**config.mk**
```make
export PLATFORM = sky130hd
export DESIGN_NAME = carry_look_ahead
export DESIGN_NICKNAME = d
export VERILOG_FILES = /design/src/rtl/carry_look_ahead_pkg.sv /design/src/rtl/carry_look_ahead_cla_4bit.sv /design/src/rtl/carry_look_ahead.sv
export SDC_FILE = /design/constraint.sdc
export NUM_CORES = 1
export LEC_CHECK = 0
export CORE_ASPECT_RATIO = 1.4
export CORE_MARGIN = 10
export CORE_UTILIZATION = 55
export CTS_CLUSTER_SIZE = 30
export DETAILED_ROUTE_END_ITERATION = 8
export DONT_BUFFER_PORTS = 1
export GPL_TIMING_DRIVEN = 1
export PLACE_DENSITY = 0.73
export SYNTH_ARGS = -nofsm -noshare
export SYNTH_HDL_FRONTEND = slang
export SYNTH_SLANG_ARGS = --single-unit
```
**constraint.sdc**
```tcl
create_clock -name clk -period 3.3 [get_ports clk]
set_input_delay 0.495 -clock clk [delete_from_list [all_inputs] [get_ports clk]]
set_output_delay 0.495 -clock clk [all_outputs]
set_load 0.1 [all_outputs]
```
**src/rtl/carry_look_ahead_pkg.sv**
```systemverilog
// Shared constants and lookahead helpers for the two-level carry-lookahead adder.
// The carry function is reused at bit, group and super-group level.
package carry_look_ahead_pkg;

    localparam int CLA_GROUP_W = 4;
    localparam int CLA_MIN_W   = 4;
    localparam int CLA_MAX_W   = 64;

    // Legal operand widths: multiples of the group width within the supported range.
    function automatic logic cla_n_legal(input int n);
        return (n >= CLA_MIN_W) && (n <= CLA_MAX_W) && ((n % CLA_GROUP_W) == 0);
    endfunction

    // Carry into position k (0..4) of a 4-wide block, built as a flat sum of
    // products over g/p and the block carry-in so nothing ripples.
    function automatic logic cla_carry(
        input logic [3:0] g,
        input logic [3:0] p,
        input logic       cin,
        input int         k
    );
        logic c;
        logic term;
        c = 1'b0;
        for (int m = 0; m < 4; m++) begin
            if (m < k) begin
                term = g[m];
                for (int t = m + 1; t < 4; t++) begin
                    if (t < k) begin
                        term = term & p[t];
                    end
                end
                c = c | term;
            end
        end
        term = cin;
        for (int t = 0; t < 4; t++) begin
            if (t < k) begin
                term = term & p[t];
            end
        end
        c = c | term;
        return c;
    endfunction

endpackage

```
**src/rtl/carry_look_ahead_cla_4bit.sv**
```systemverilog
// 4-bit lookahead block: sum bits from fully looked-ahead internal carries,
// plus group generate/propagate for the next lookahead level.
module cla_4bit
    import carry_look_ahead_pkg::*;
(
    input  logic [3:0] a,
    input  logic [3:0] b,
    input  logic       cin,
    output logic [3:0] s,
    output logic       gg,
    output logic       gp
);

    logic [3:0] g;
    logic [3:0] p;
    logic [3:0] c;

    assign g = a & b;
    assign p = a ^ b;

    genvar gi;
    generate
        for (gi = 0; gi < 4; gi++) begin : g_bit
            assign c[gi] = cla_carry(g, p, cin, gi);
            assign s[gi] = p[gi] ^ c[gi];
        end
    endgenerate

    assign gg = cla_carry(g, p, 1'b0, 4);
    assign gp = &p;

endmodule

```
**src/rtl/carry_look_ahead.sv**
```systemverilog
// N-bit carry-lookahead adder: 4-bit blocks, group lookahead inside super-groups
// of four, and a super-group lookahead on top; plus registered result and flags.
module carry_look_ahead
    import carry_look_ahead_pkg::*;
#(
    parameter int N = 32
) (
    input  logic         clk,
    input  logic         reset,
    input  logic [N-1:0] A,
    input  logic [N-1:0] B,
    input  logic         C_in,
    output logic [N-1:0] S,
    output logic         C_out,
    output logic         V,
    output logic [N-1:0] S_q,
    output logic         C_out_q,
    output logic         V_q,
    output logic         Z_q
);

    localparam int NG  = N / CLA_GROUP_W;
    localparam int NS  = (NG + 3) / 4;
    localparam int NGP = NS * 4;

    generate
        if (!cla_n_legal(N)) begin : g_bad_n
            $error("carry_look_ahead: N=%0d must be a multiple of 4 in 4..64", N);
        end
    endgenerate

    logic [NGP-1:0] gg;
    logic [NGP-1:0] gp;
    logic [NG-1:0]  group_cin;
    logic [3:0]     sgg;
    logic [3:0]     sgp;
    logic [NS-1:0]  super_cin;
    logic           carry_into_msb;

    genvar gi;
    generate
        // Level 1: one lookahead block per nibble; padded slots look like kill groups.
        for (gi = 0; gi < NGP; gi++) begin : g_group
            if (gi < NG) begin : g_real
                cla_4bit u_cla (
                    .a   (A[CLA_GROUP_W*gi +: CLA_GROUP_W]),
                    .b   (B[CLA_GROUP_W*gi +: CLA_GROUP_W]),
                    .cin (group_cin[gi]),
                    .s   (S[CLA_GROUP_W*gi +: CLA_GROUP_W]),
                    .gg  (gg[gi]),
                    .gp  (gp[gi])
                );
            end else begin : g_pad
                assign gg[gi] = 1'b0;
                assign gp[gi] = 1'b0;
            end
        end

        // Level 2 summary: generate/propagate of each super-group of four groups.
        for (gi = 0; gi < 4; gi++) begin : g_super_gp
            if (gi < NS) begin : g_real
                assign sgg[gi] = cla_carry(gg[4*gi +: 4], gp[4*gi +: 4], 1'b0, 4);
                assign sgp[gi] = &gp[4*gi +: 4];
            end else begin : g_pad
                assign sgg[gi] = 1'b0;
                assign sgp[gi] = 1'b0;
            end
        end

        // Level 3: carry into each super-group straight from C_in.
        for (gi = 0; gi < NS; gi++) begin : g_super_cin
            assign super_cin[gi] = cla_carry(sgg, sgp, C_in, gi);
        end

        // Level 2: carry into each group from its super-group carry-in.
        for (gi = 0; gi < NG; gi++) begin : g_group_cin
            assign group_cin[gi] = cla_carry(gg[4*(gi/4) +: 4], gp[4*(gi/4) +: 4],
                                             super_cin[gi/4], gi % 4);
        end
    endgenerate

    assign C_out = gg[NG-1] | (gp[NG-1] & group_cin[NG-1]);

    // The MSB sum bit is p ^ c, so the carry into the MSB is recovered without extra lookahead.
    assign carry_into_msb = S[N-1] ^ A[N-1] ^ B[N-1];
    assign V              = carry_into_msb ^ C_out;

    always_ff @(posedge clk or posedge reset) begin
        if (reset) begin
            S_q     <= '0;
            C_out_q <= 1'b0;
            V_q     <= 1'b0;
            Z_q     <= 1'b0;
        end else begin
            S_q     <= S;
            C_out_q <= C_out;
            V_q     <= V;
            Z_q     <= (S == '0);
        end
    end

endmodule

```
Word-level counts from Yosys, hierarchy flattened. Index checks and enable logic that the tools add are counted. W data, S select, Z words.

Logic and storage cells: 243. Flip-flop bits (word level): 35. Bits of input ports: 67. Output and inout bits: 69.

Reduce and logical (&&, ||, !) cells: 10. Bitwise logic cells: 229.

Operator list (count): $and A1 B1 Y1 (89); $or A1 B1 Y1 (89); $xor A1 B1 Y1 (35); $and A4 B4 Y4 (8); $logic_not A32 Y1 (1); $reduce_and A4 Y1 (8); $xor A4 B4 Y4 (8); $reduce_and A16 Y1 (1).

Longest topological paths before layout.
Depth after elaboration: 26. Depth in mapped cells: 14. Depth with buffers taken out: 14.

By module. Synthesis repeated with hierarchy kept, for this count alone.

Cell total of the unflattened synthesis: 255. Area, all modules: 2571.2 um^2.

By module, submodules not included: cla_4bit at g_group[1].g_real.u_cla ... (cells an instance 23, instances 7, sequential area each 0.0 um^2, area each 180.2 um^2); carry_look_ahead (cells an instance 70, instances 1, sequential area each 875.8 um^2, area each 1132.3 um^2); cla_4bit at g_group[0].g_real.u_cla (cells an instance 24, instances 1, sequential area each 0.0 um^2, area each 177.7 um^2).

Worst setup path after synthesis. Ideal clock, no wire load.

Path type: input to output. Start: in A[13]. End: out V. Arrival time: 5.822 ns. Cell stages on the path: 14. Slack: -3.017 ns. Path buffers: 0. Required time: 2.805 ns. Cell sequence: ha_1 -> a21oi_1 -> o21ai_0 -> nor3_1 -> a211oi_1 -> a21oi_1 -> o21ai_0 -> ha_1 -> o21a_1 -> nor2_4 -> o21bai_1 -> xor2_1 -> xnor2_1 -> xnor2_1.

Cells in the longest elaborated chain, start to end: 21. Elaborated cells between the ends (all ways): 34. Those cells by class: bitwise: 32; reduce/logical: 2.

RTL lines: start: declaration (line carry_look_ahead.sv:10) `input logic [N-1:0] A,`; $xor A4 B4 Y4 (line carry_look_ahead_cla_4bit.sv:19) `assign p = a ^ b;`; $and A1 B1 Y1 (3 in series) (line carry_look_ahead_pkg.sv:30) `term = term & p[t];`; $or A1 B1 Y1 (4 in series) (line carry_look_ahead_pkg.sv:33) `c = c | term;`; $or A1 B1 Y1 * (line carry_look_ahead_pkg.sv:42) `c = c | term;`; $and A1 B1 Y1 * (3 in series) (line carry_look_ahead_pkg.sv:39) `term = term & p[t];`; $or A1 B1 Y1 * (line carry_look_ahead_pkg.sv:42); $and A1 B1 Y1 * (3 in series) (line carry_look_ahead_pkg.sv:39); $or A1 B1 Y1 * (line carry_look_ahead_pkg.sv:42); $xor A1 B1 Y1 * (line carry_look_ahead_cla_4bit.sv:25) `assign s[gi] = p[gi] ^ c[gi];`; named net S[31] (line carry_look_ahead.sv:13) `output logic [N-1:0] S,`; $xor A1 B1 Y1 * (2 in series) (line carry_look_ahead.sv:85) `assign carry_into_msb = S[N-1] ^ A[N-1] ^ B[N-1];`; $xor A1 B1 Y1 * (line carry_look_ahead.sv:86) `assign V = carry_into_msb ^ C_out;`; end: declaration (line carry_look_ahead.sv:15) `output logic V,`.

Mark *: on every way through the listed nets, which the timed path passes. The rest lies on a longest branch.

Worst setup path after layout.
Start: in A[5]. End: out V.

Cells in the longest elaborated chain, start to end: 25. Elaborated cells between the ends (all ways): 36. Those cells by class: bitwise: 34; reduce/logical: 2.

RTL lines (line): $xor A4 B4 Y4 (carry_look_ahead_cla_4bit.sv:19); $and A1 B1 Y1 (3 in series) (carry_look_ahead_pkg.sv:30); $or A1 B1 Y1 (3 in series) (carry_look_ahead_pkg.sv:33); $and A1 B1 Y1 (2 in series) (carry_look_ahead_pkg.sv:30); $or A1 B1 Y1 (3 in series) (carry_look_ahead_pkg.sv:33); $or A1 B1 Y1 * (carry_look_ahead_pkg.sv:42); $and A1 B1 Y1 * (3 in series) (carry_look_ahead_pkg.sv:39); $or A1 B1 Y1 * (carry_look_ahead_pkg.sv:42); $and A1 B1 Y1 (3 in series) (carry_look_ahead_pkg.sv:39); $or A1 B1 Y1 (carry_look_ahead_pkg.sv:42); $xor A1 B1 Y1 (carry_look_ahead_cla_4bit.sv:25); $xor A1 B1 Y1 (2 in series) (carry_look_ahead.sv:85); $xor A1 B1 Y1 * (carry_look_ahead.sv:86).

Mark *: on every way between the ends. The rest lies on a longest branch, timed or not.

==> impl_metrics.tcl <==
set metrics [dict create \
    worst_slew_pin_slew_ns 1.00 \
    ys_types 26 \
    first_pass_iters 6 \
    die_height_um 97.3 \
    syn_inst 218 \
    yosysSeqAreaShare_pct 37.4 \
    hpwl_um 7110 \
    cell_internal_pwr_mw 1.18 \
    io_buffers 0 \
    synth.area.top_cells "dfrtp_1 (37%), ha_1 (21%), fa_1 (6.8%)" \
    clock.fmax_ghz 0.237 \
    htree_levels 2 \
    ir_worst_vdd_v 0.000592 \
    whs_ns 0.183 \
    grt_max_degree 36 \
    final_common_cell "buf_4" \
    ys_ff_latch 35 \
    drt_iter0_drc 305 \
    rows 28 \
    drc 0 \
    outcome "finished with violations" \
    grt_first_pass_wirelength_um 13900 \
    final-hold-violation-count 0 \
    crit_path_max_fanout 2 \
    grt_pass1_vias 2594 \
    clkSinkCount 35 \
    finalSetupViolations 26 \
    start_util_pct 56.2 \
    final_area_mm2 0.00396 \
    clock_power_share_pct 10.1 \
    cellLeakagePower_nw 1.70 \
    syn_nets 333 \
    area_delta_synth_final_pct 68.9 \
    power_frac_seq_pct 37.9 \
    end_kind "output pin" \
    min_period_over_period_pct 128 \
    drv_cap 0 \
    p_sw_mw 2.02 \
    cts_buffers 5 \
    root_buffer "clkbuf_8" \
    power_density_mw_per_mm2 809 \
    cp.required_ns 2.80 \
    path_class "primary input to output pin" \
    yosysWarnings 0 \
    wl_um 13300 \
    worst_ep_arrival_time_ns 3.73 \
    clk_path_buf_depth 2 \
    cts_tree "built" \
    hp-class "primary input to asynchronous set/reset pin" \
    track_usage_pct 25.1 \
    syn_avg_cell_area_um2 10.8 \
    slew_violations 0 \
    cp-start-kind "primary input" \
    diodes 0 \
    final.setup.worst_slack_ns -0.920 \
    drive_above_1_share_pct 52.6 \
    relSlewSlack_pct 33.1 \
    viasPerCell 7.44 \
    mostFrequentLayoutCells "buf_4 (61), dfrtp_1 (35), ha_1 (24), o21a_1 (16), buf_12 (16)" \
    crit_path_start "A[5]" \
    swShare_pct 63.2 \
    globalRoute.totalOverflow 0 \
    antenna_found_initial 0 \
    place_area_mm2 0.00354 \
    fp.dieArea_mm2 0.00731 \
    nets 422 \
    clk_pin_slew_ns 0.08 \
    yosys.area.top_type "dfrtp_1" \
    fin_setup_tns_ns -10.96 \
    pre_cts_ws_ns -0.651 \
    rsz0062_at_grt "true" \
    synth_top_area_share_pct 37.4 \
    finalWeightedCongestion 0.782 \
    syn_area_mm2 0.00234 \
    violations "negative setup slack" \
    ios 136 \
    fin_crit_ns 4.22 \
    wire_per_inst_um 37.6 \
    core_area_mm2 0.00417 \
    combPwrFrac_pct 52.0 \
    postRouteAntennaNets 0 \
    die_w_um 75.2 \
    num_vias 2627 \
]
## sequential cells by signal, indices dropped and copies added (netlist names)
register,cells
C_out_q,1
V_q,1
S_q,32
Z_q,1
## critical path: stages
cell and delay [ns]:
ha_1 0.31, a21oi_1 0.22, nor2_1 0.12, o21ai_1 0.32
nand3_1 0.21, a21oi_2 0.27, o21ai_2 0.10, ha_2 0.21
o21a_1 0.21, nor2_4 0.14, o21bai_4 0.10, xor2_4 0.18
xnor2_4 0.16, xnor2_4 0.65
## per-stage QoR
stage                     utilization, %  power (mW)  cells
after global routing                95.0        3.26    353
final                               95.0        3.20    353
after detailed placement            85.0        2.64    336
after floorplan                        -        2.25    218
after global placement              85.0        2.61    336
after CTS                           89.7        2.97    349
## final timing paths
| check | to | depth (start not counted) | slack [ns] |
|---|---|---|---|
| worst max-delay path | V | 14 | -0.92 |
| worst min-delay path | S_q[29] | 2 | 0.18 |
| max in group asynchronous | S_q[4] | 2 | 2.77 |
| min in group clk | S_q[15] | 3 | 0.60 |
## final cells by class
cell class | count | area [um2]
well taps | 45 | 56.3
fillers | 93 | 209
flip-flops and latches | 35 | 876
clock inverters | 1 | 5.00
clock buffers | 7 | 76.3
inverters | 5 | 21.3
multi-input cells | 178 | 2080
repair buffers | 82 | 842
## power by group through the flow
stage               logic [mW]  clock network (mW)  registers [mW]
floorplan                 1.05                   0            1.20
global placement          1.39                   0            1.22
detailed placement        1.42                   0            1.22
CTS                       1.46               0.297            1.21
global route              1.69               0.339            1.22
finish                    1.66               0.324            1.21
## synth_stat cells
master,n
ha_1,40
dfrtp_1,35
nor2_1,23
o21a_1,16
a21oi_1,15
xnor2_1,10
xor2_1,10
nor3_1,9
fa_1,8
nand2_1,8
nor4_1,7
o21ai_0,7
nand4_1,6
inv_1,5
nand3_1,3
a211oi_1,2
a21o_1,2
nor2b_1,2
o21bai_1,2
or4_1,2
a31o_2,1
and4_1,1
and4b_1,1
nor2_4,1
o211ai_1,1
o31ai_1,1
## per-layer routing
metal / vias to the layer above / routed length [um] / GRT usage, %
met3: 114 / 1660 / 7.46
met2: 317 / 6480 / 45.4
li1: 964 / - / -
met1: 1232 / 3760 / 23.9
met5: - / 0 / 0
met4: 0 / 1350 / 13.5
## what timing repair did
action,4_1_cts,5_1_grt
pin swaps,21,18
gates cloned,0,0
endpoints found under the hold margin,0,0
hold buffers,0,0
setup buffers,5,4
resized for setup,19,41
setup endpoints to repair,12,18
## cells by family after synthesis
logic type | synth area share (%)
and+or+nand+nor | 13.4
buffers and inverters | 0.801
adders and majority gates | 28.2
AOI/OAI and AO/OA | 12.8
DFF | 37.4
xor gates and xnor gates | 7.47
No activity file was read; power rests on OpenSTA's default activity.
